<file path="src/rtl/sd_dat_tx_lanes.sv">
// SD DAT write path: pops tx-buffer words and serialises them onto 1/4/8 DAT lanes
// with per-lane CRC16, start/end bits, block counting and card-busy wait.
module sd_dat_tx_lanes #(
  parameter int unsigned MAX_LANES  = 4,
  parameter int unsigned BLK_SIZE_W = 12,
  parameter int unsigned BLK_CNT_W  = 16,
  parameter int unsigned BUSY_TO    = 65535
) (
  input  logic                  CLK,
  input  logic                  RESET,
  input  logic                  start,
  input  logic [1:0]            bus_width_sel,
  input  logic [BLK_SIZE_W-1:0] block_size,
  input  logic [BLK_CNT_W-1:0]  block_count,
  input  logic [31:0]           buf_data,
  input  logic                  buf_empty,
  output logic                  buf_rd,
  output logic [MAX_LANES-1:0]  dat_out,
  output logic                  dat_oe,
  input  logic                  dat0_in,
  output logic                  busy,
  output logic [BLK_CNT_W-1:0]  blocks_done,
  output logic                  done,
  output logic [2:0]            err
);

  localparam int unsigned BUSY_W = $clog2(BUSY_TO + 1);
  localparam logic [MAX_LANES-1:0] ONES = '1;

  typedef enum logic [3:0] {
    S_IDLE, S_WAIT_BUF, S_START, S_DATA, S_CRC, S_END, S_TURN, S_BUSY, S_FIN
  } state_t;

  state_t                state;
  logic [31:0]           shift;
  logic [3:0]            lanes_q;
  logic [4:0]            beat_last_q;
  logic [4:0]            beat;
  logic [BLK_SIZE_W-1:0] blk_words_q;
  logic [BLK_SIZE_W-1:0] words_left;
  logic [BLK_CNT_W-1:0]  blk_cnt_q;
  logic [3:0]            cnt;
  logic [BUSY_W-1:0]     busy_cnt;
  logic [15:0]           crc_r [MAX_LANES];

  logic [3:0]            lanes_in_c;
  logic [4:0]            beat_last_in_c;
  logic                  legal_c;
  logic                  last_beat_c;
  logic                  last_word_c;
  logic [MAX_LANES-1:0]  dbits_c;
  logic [MAX_LANES-1:0]  crc_msb_c;
  logic [MAX_LANES-1:0]  unused_c;
  logic [BLK_CNT_W-1:0]  blk_next_c;
  logic                  crc_clr_c;
  logic                  crc_upd_c;
  logic                  crc_shift_c;

  // Top n bits of a word onto lanes n-1..0 (MSB on the highest used lane); unused lanes = 1.
  function automatic logic [MAX_LANES-1:0] pick(input logic [31:0] w, input logic [3:0] n);
    logic [31:0] top;
    top = w >> (6'd32 - 6'(n));
    return (ONES << n) | top[MAX_LANES-1:0];
  endfunction

  always_comb begin
    lanes_in_c     = 4'd0;
    beat_last_in_c = 5'd0;
    case (bus_width_sel)
      2'd0:    begin lanes_in_c = 4'd1; beat_last_in_c = 5'd31; end
      2'd1:    begin lanes_in_c = 4'd4; beat_last_in_c = 5'd7;  end
      2'd2:    begin lanes_in_c = 4'd8; beat_last_in_c = 5'd3;  end
      default: begin lanes_in_c = 4'd0; beat_last_in_c = 5'd0;  end
    endcase
    legal_c = (bus_width_sel != 2'd3) && (32'(lanes_in_c) <= MAX_LANES) &&
              (block_size[1:0] == 2'b00) && (block_size != '0);
  end

  assign last_beat_c = (beat == beat_last_q);
  assign last_word_c = (words_left == BLK_SIZE_W'(1));
  assign unused_c    = ONES << lanes_q;
  assign blk_next_c  = blocks_done + BLK_CNT_W'(1);
  assign dbits_c     = (state == S_DATA && last_beat_c && !last_word_c) ?
                       pick(buf_data, lanes_q) : pick(shift, lanes_q);

  // Pop on the cycle the head word is consumed: block start or word boundary mid-block.
  assign buf_rd = !RESET && !buf_empty &&
                  ((state == S_WAIT_BUF) || (state == S_DATA && last_beat_c && !last_word_c));

  assign crc_clr_c   = (state == S_WAIT_BUF) && !buf_empty;
  assign crc_upd_c   = (state == S_START) || (state == S_DATA && !(last_beat_c && last_word_c));
  assign crc_shift_c = (state == S_CRC) || (state == S_DATA && last_beat_c && last_word_c);

  // Independent CRC16-CCITT per lane, updated as each data bit is launched, then shifted out.
  for (genvar g = 0; g < int'(MAX_LANES); g++) begin : g_crc
    always_ff @(posedge CLK) begin
      if (RESET || crc_clr_c) begin
        crc_r[g] <= 16'h0000;
      end else if (crc_upd_c) begin
        crc_r[g] <= {crc_r[g][14:0], 1'b0} ^ ((crc_r[g][15] ^ dbits_c[g]) ? 16'h1021 : 16'h0000);
      end else if (crc_shift_c) begin
        crc_r[g] <= {crc_r[g][14:0], 1'b0};
      end
    end
    assign crc_msb_c[g] = crc_r[g][15];
  end

  always_ff @(posedge CLK) begin
    if (RESET) begin
      state       <= S_IDLE;
      dat_out     <= ONES;
      dat_oe      <= 1'b0;
      busy        <= 1'b0;
      done        <= 1'b0;
      blocks_done <= '0;
      err         <= 3'b000;
      shift       <= 32'h0;
      lanes_q     <= 4'd1;
      beat_last_q <= 5'd31;
      beat        <= 5'd0;
      blk_words_q <= '0;
      words_left  <= '0;
      blk_cnt_q   <= '0;
      cnt         <= 4'd0;
      busy_cnt    <= '0;
    end else begin
      done <= 1'b0;
      case (state)
        S_IDLE: if (start) begin
          lanes_q     <= lanes_in_c;
          beat_last_q <= beat_last_in_c;
          blk_words_q <= block_size >> 2;
          blk_cnt_q   <= (block_count == '0) ? BLK_CNT_W'(1) : block_count;
          blocks_done <= '0;
          busy        <= 1'b1;
          if (legal_c) begin
            err   <= 3'b000;
            state <= S_WAIT_BUF;
          end else begin
            err   <= 3'b001;
            done  <= 1'b1;
            state <= S_FIN;
          end
        end
        S_WAIT_BUF: if (!buf_empty) begin
          shift      <= buf_data;
          dat_oe     <= 1'b1;
          dat_out    <= unused_c;
          beat       <= 5'd0;
          words_left <= blk_words_q;
          state      <= S_START;
        end
        S_START: begin
          dat_out <= dbits_c;
          shift   <= shift << lanes_q;
          beat    <= 5'd0;
          state   <= S_DATA;
        end
        S_DATA: begin
          if (!last_beat_c) begin
            dat_out <= dbits_c;
            shift   <= shift << lanes_q;
            beat    <= beat + 5'd1;
          end else if (!last_word_c) begin
            if (buf_empty) begin
              err[1]  <= 1'b1;
              dat_oe  <= 1'b0;
              dat_out <= ONES;
              done    <= 1'b1;
              state   <= S_FIN;
            end else begin
              dat_out    <= dbits_c;
              shift      <= buf_data << lanes_q;
              beat       <= 5'd0;
              words_left <= words_left - BLK_SIZE_W'(1);
            end
          end else begin
            dat_out <= crc_msb_c | unused_c;
            cnt     <= 4'd0;
            state   <= S_CRC;
          end
        end
        S_CRC: begin
          if (cnt == 4'd15) begin
            dat_out <= ONES;
            state   <= S_END;
          end else begin
            dat_out <= crc_msb_c | unused_c;
            cnt     <= cnt + 4'd1;
          end
        end
        S_END: begin
          dat_oe <= 1'b0;
          cnt    <= 4'd0;
          state  <= S_TURN;
        end
        S_TURN: begin
          if (cnt == 4'd1) begin
            busy_cnt <= '0;
            state    <= S_BUSY;
          end else begin
            cnt <= cnt + 4'd1;
          end
        end
        // Card holds DAT0 low while programming; release ends the block.
        S_BUSY: begin
          if (dat0_in) begin
            blocks_done <= blk_next_c;
            if (blk_next_c == blk_cnt_q) begin
              done  <= 1'b1;
              state <= S_FIN;
            end else begin
              state <= S_WAIT_BUF;
            end
          end else if (busy_cnt == BUSY_W'(BUSY_TO - 1)) begin
            err[2] <= 1'b1;
            done   <= 1'b1;
            state  <= S_FIN;
          end else begin
            busy_cnt <= busy_cnt + BUSY_W'(1);
          end
        end
        S_FIN: begin
          busy  <= 1'b0;
          state <= S_IDLE;
        end
        default: state <= S_IDLE;
      endcase
    end
  end

endmodule

</file>
<file path="config.mk">
export PLATFORM = sky130hd
export DESIGN_NAME = sd_dat_tx_lanes
export DESIGN_NICKNAME = d
export VERILOG_FILES = /design/src/rtl/sd_dat_tx_lanes.sv
export SDC_FILE = /design/constraint.sdc
export NUM_CORES = 1
export LEC_CHECK = 0
export ABC_AREA = 1
export ABC_CLOCK_PERIOD_IN_PS = 7700
export CORE_MARGIN = 1
export CORE_UTILIZATION = 30
export CTS_CLUSTER_DIAMETER = 120
export DETAILED_ROUTE_END_ITERATION = 10
export GPL_TIMING_DRIVEN = 0
export PLACE_DENSITY = 0.53
export SETUP_SLACK_MARGIN = 0.02
export SLEW_MARGIN = 20
export SYNTH_ARGS = -nofsm -noshare
export SYNTH_HDL_FRONTEND = slang
export SYNTH_SLANG_ARGS = --single-unit
</file>
<file path="constraint.sdc">
create_clock -name CLK -period 7.7 [get_ports CLK]
set_clock_uncertainty 0.15 [all_clocks]
set_input_delay 2.31 -clock CLK [delete_from_list [all_inputs] [get_ports CLK]]
set_output_delay 2.31 -clock CLK [all_outputs]
set_load 0.03 [all_outputs]
</file>
==> flow_summary_export.csv <==
group,metric,value,unit
drt,wl_per_cell,17.80,µm
drt,vias,12110,
worst_hold_path,hold_end,"blk_words_q[7]$_SDFFE_PP0P_",
setup_path,rr_worst_depth,14,
setup_path,cp.required,5.24,ns
sta,maxSlewHeadroom,38.71,%
sta,setup_viol,0,
cts,clk_path_buf_depth,2,
synthesis,synth_cells,1751,
final_layout,fin_cells,2395,
grt,grt_max_degree,33,
run_status,outcome,"finished, final reports clean",
drt,ant_nets,0,
cts,cts_hold_buffers,0,
pwr,seqPwrFrac,45.3,%
setup_path,cpPeakStageDelay,0.62,ns
worst_hold_path,min-delay-start,"blk_words_q[7]$_SDFFE_PP0P_",
cts,htree_levels,4,
final_layout,drive_gt1_share,6.180,%
synthesis,synth_top_area_share,21.68,%
pwr,power_switching,0.0007229,W
synthesis,synth-seq-cells,194,
place,gp_congestion,0.9866,
final_layout,antenna_cells,0,
drt,dr.pass1.iters,6,
cts,numCtsBuffers,17,
place,placed_cells,2363,
cts,insertion_delay,0.44,ns
floorplan,rows,72,
worst_hold_path,min_path_cells,2,
pwr,p_sw_share,29.12,%
cts,cts_tree,"built",
sta,min_period,7.040,ns
sta,worst_pin_slew,0.9194,ns
synthesis,avgSynthCellArea,6.856,µm²
synthesis,yosysTopAreaCell,"dfxtp_1",
pwr,combPwrFrac,17.8,%
grt,grtUsageTotal,20.97,%
synthesis,ys_warn_count,0,
synthesis,syn_nets,1827,
job,maxCapViolCount,0,
place,hpwl,32760,µm
drt,wirelength,42640,µm
sta,slew_violations,0,
final_layout,final_cell_mix,"399 x nand2_1, 218 x inv_1, 212 x nor2_1",
sta,rsz0062_at_grt,"no",
floorplan,die_area,40820,µm²
sta,tns,0,ns
drt,drt_iter0_markers,962,
sta,timing.final.crit_share,91.42,%
floorplan,io_pins,94,
synthesis,synth_area,12000,µm²
cts,post_cts.repair.setup_buffers,0,
grt,grt_pass1_wl,66050,µm
cts,clk_pin_slew,0.07,ns
pwr,pwr-share-clk,37.0,%
pwr,power_density,174.7,nW/µm²
setup_path,crit_type,"in -> out",
final_layout,final_core_util,36.35,%
cts,cts-root-buf,"clkbuf_16",
setup_path,r2r_setup_slack,3.75,ns
setup_path,critical_path.slowest_cell,"clkdlybuf4s50_1",
setup_path,cp_max_fo,10,
final_layout,layout.nets,1940,
setup_path,reg2reg_from,"beat_last_q[3]$_SDFFE_PP1P_",
floorplan,design.core.area,39100,µm²
setup_path,path_cells,"clkdlybuf4s50_1 -> clkbuf_1 -> clkbuf_1 -> nor2_1 -> clkdlybuf4s50_1",
sta,max_freq,142.1,MHz
grt,grt_overflow_total,0,
setup_path,start_kind,"input port",
grt,grt_pass1_vias,11700,
final_layout,syn_to_final_growth,18.39,%
setup_path,cp-startpoint,"RESET",
drt,route.detailed.drc,0,
floorplan,die_h,202.0,µm
grt,antenna_found_initial,0,
floorplan,initial_core_util,30.70,%
drt,viasPerCell,5.056,
place,numPortBuffers,93,
cts,cts_resized,0,
setup_path,critPathArrivalTime,4.58,ns
synthesis,yosysSeqAreaShare,37.69,%
floorplan,die_w,202.0,µm
synthesis,synthDistinctLibCells,61,
pwr,peakVddDrop,0.1504,mV
cts,cts_sinks,194,
final_layout,layout_commonest_cell,"nand2_1",
worst_hold_path,hp-class,"reg -> reg",
synthesis,ys_top_cells_by_area,"dfxtp_1 22%, edfxtp_1 16%, nand2_1 13%",
setup_path,cp-end-kind,"primary output",
pwr,p_leak,5.622,nW
sta,hold_viol_final,0,
setup_path,crit-reg2reg-capture,"crc_r[3][5]$_DFFE_PP_",
pwr,p_int,0.001760,W
==> worst max-delay path by stage <==
stage             end  slack [ns]  cells past startpoint
2_1_floorplan  buf_rd        2.11                      3
3_3_place_gp   buf_rd        0.66                      5
3_5_place_dp   buf_rd        0.65                      5
4_1_cts        buf_rd        0.63                      5
5_1_grt        buf_rd        0.57                      5
6_report       buf_rd        0.66                      5
==> flip-flops by register name, indices dropped and copies added (netlist names) <==
| signal | flops |
|---|---|
| words_left | 12 |
| beat | 5 |
| dat_oe | 1 |
| busy_cnt | 16 |
| busy | 1 |
| err | 3 |
| shift | 32 |
| state | 4 |
| lanes_q | 2 |
| blocks_done | 16 |
| done | 1 |
| crc_r | 64 |
| beat_last_q | 3 |
| dat_out | 4 |
| blk_cnt_q | 16 |
| blk_words_q | 10 |
| cnt | 4 |
==> metrics by stage <==
step,hold slack [ns],power (W),worst slack [ns],area (µm²)
final,0.3223,0.002483,0.6603,14210
after global routing,0.3400,0.002591,0.5706,14210
after CTS,0.3208,0.002505,0.6337,14210
after detailed placement,0.3074,0.001580,0.6457,13610
after global placement,0.3047,0.001580,0.6574,13580
after floorplan,0.2745,0.001404,2.113,12000
==> kinds of logic (layout without fill, tap and decap cells) <==
family	count (synthesis)	after routing	share of synthesized area, %
buffers and inverters	317	443	10.67
muxes	14	14	1.167
xor gates and xnor gates	21	21	1.532
DFF	194	194	37.69
and+or+nand+nor	796	796	28.55
AOI/OAI and AO/OA	400	400	19.45
adders and majority gates	9	9	0.9381
==> power by group through the flow <==
stage | combinational [W] | clock (W) | sequential, W
floorplan | 0.000260 | 0 | 0.00114
global route | 0.000483 | 0.000980 | 0.00113
detailed placement | 0.000434 | 0 | 0.00115
finish | 0.000441 | 0.000918 | 0.00112
global placement | 0.000433 | 0 | 0.00115
CTS | 0.000436 | 0.000945 | 0.00112
==> worst max-delay path: cells and delay by family <==
kind,cells,cell delay [ns]
AND/OR/NAND/NOR,1,0.15
buffers and inverters,4,2.12
==> synthesized netlist by cell type (all sizes together) <==
library cell and count:
a31oi 18, nor3 28, o221ai 6, o21ba 1, a211oi 18, xor2 16
nand3b 1, nor4 10, o22a 3, a21oi 105, a22oi 7, xnor2 5
clkbuf 50, clkinv 1, a31o 1, ha 9, o311ai 1, nor3b 2
o21bai 1, o22ai 5, nor2 224, nand2 410, edfxtp 64, nand4 15
a41oi 7, o2111ai 1, a21boi 1, o21ai 181, o21a 3, dfxtp 130
a221oi 7, o211ai 25, o31ai 2, nand3 100, or2 6, o41ai 1
mux2i 14, a2111oi 6, buf 35, inv 231
==> area by class of cell <==
class,count,area (µm²)
Fill cell,4225,24890
Multi-Input combinational cell,1240,6201
Sequential cell,194,4524
Timing Repair Buffer,94,950.9
Inverter,232,875.8
Tap cell,518,648.1
Clock buffer,25,538.0
Buffer,85,405.4
Clock inverter,7,67.56
==> per-layer routing <==
layer	vias up	GRT usage, %	wire length, µm
li1	6031	-	-
met1	5660	27.60	19630
met2	346	35.01	19720
met3	72	2.564	2095
met4	0	7.792	1190
met5	-	0	0
Power figures use the tool's default switching activity.
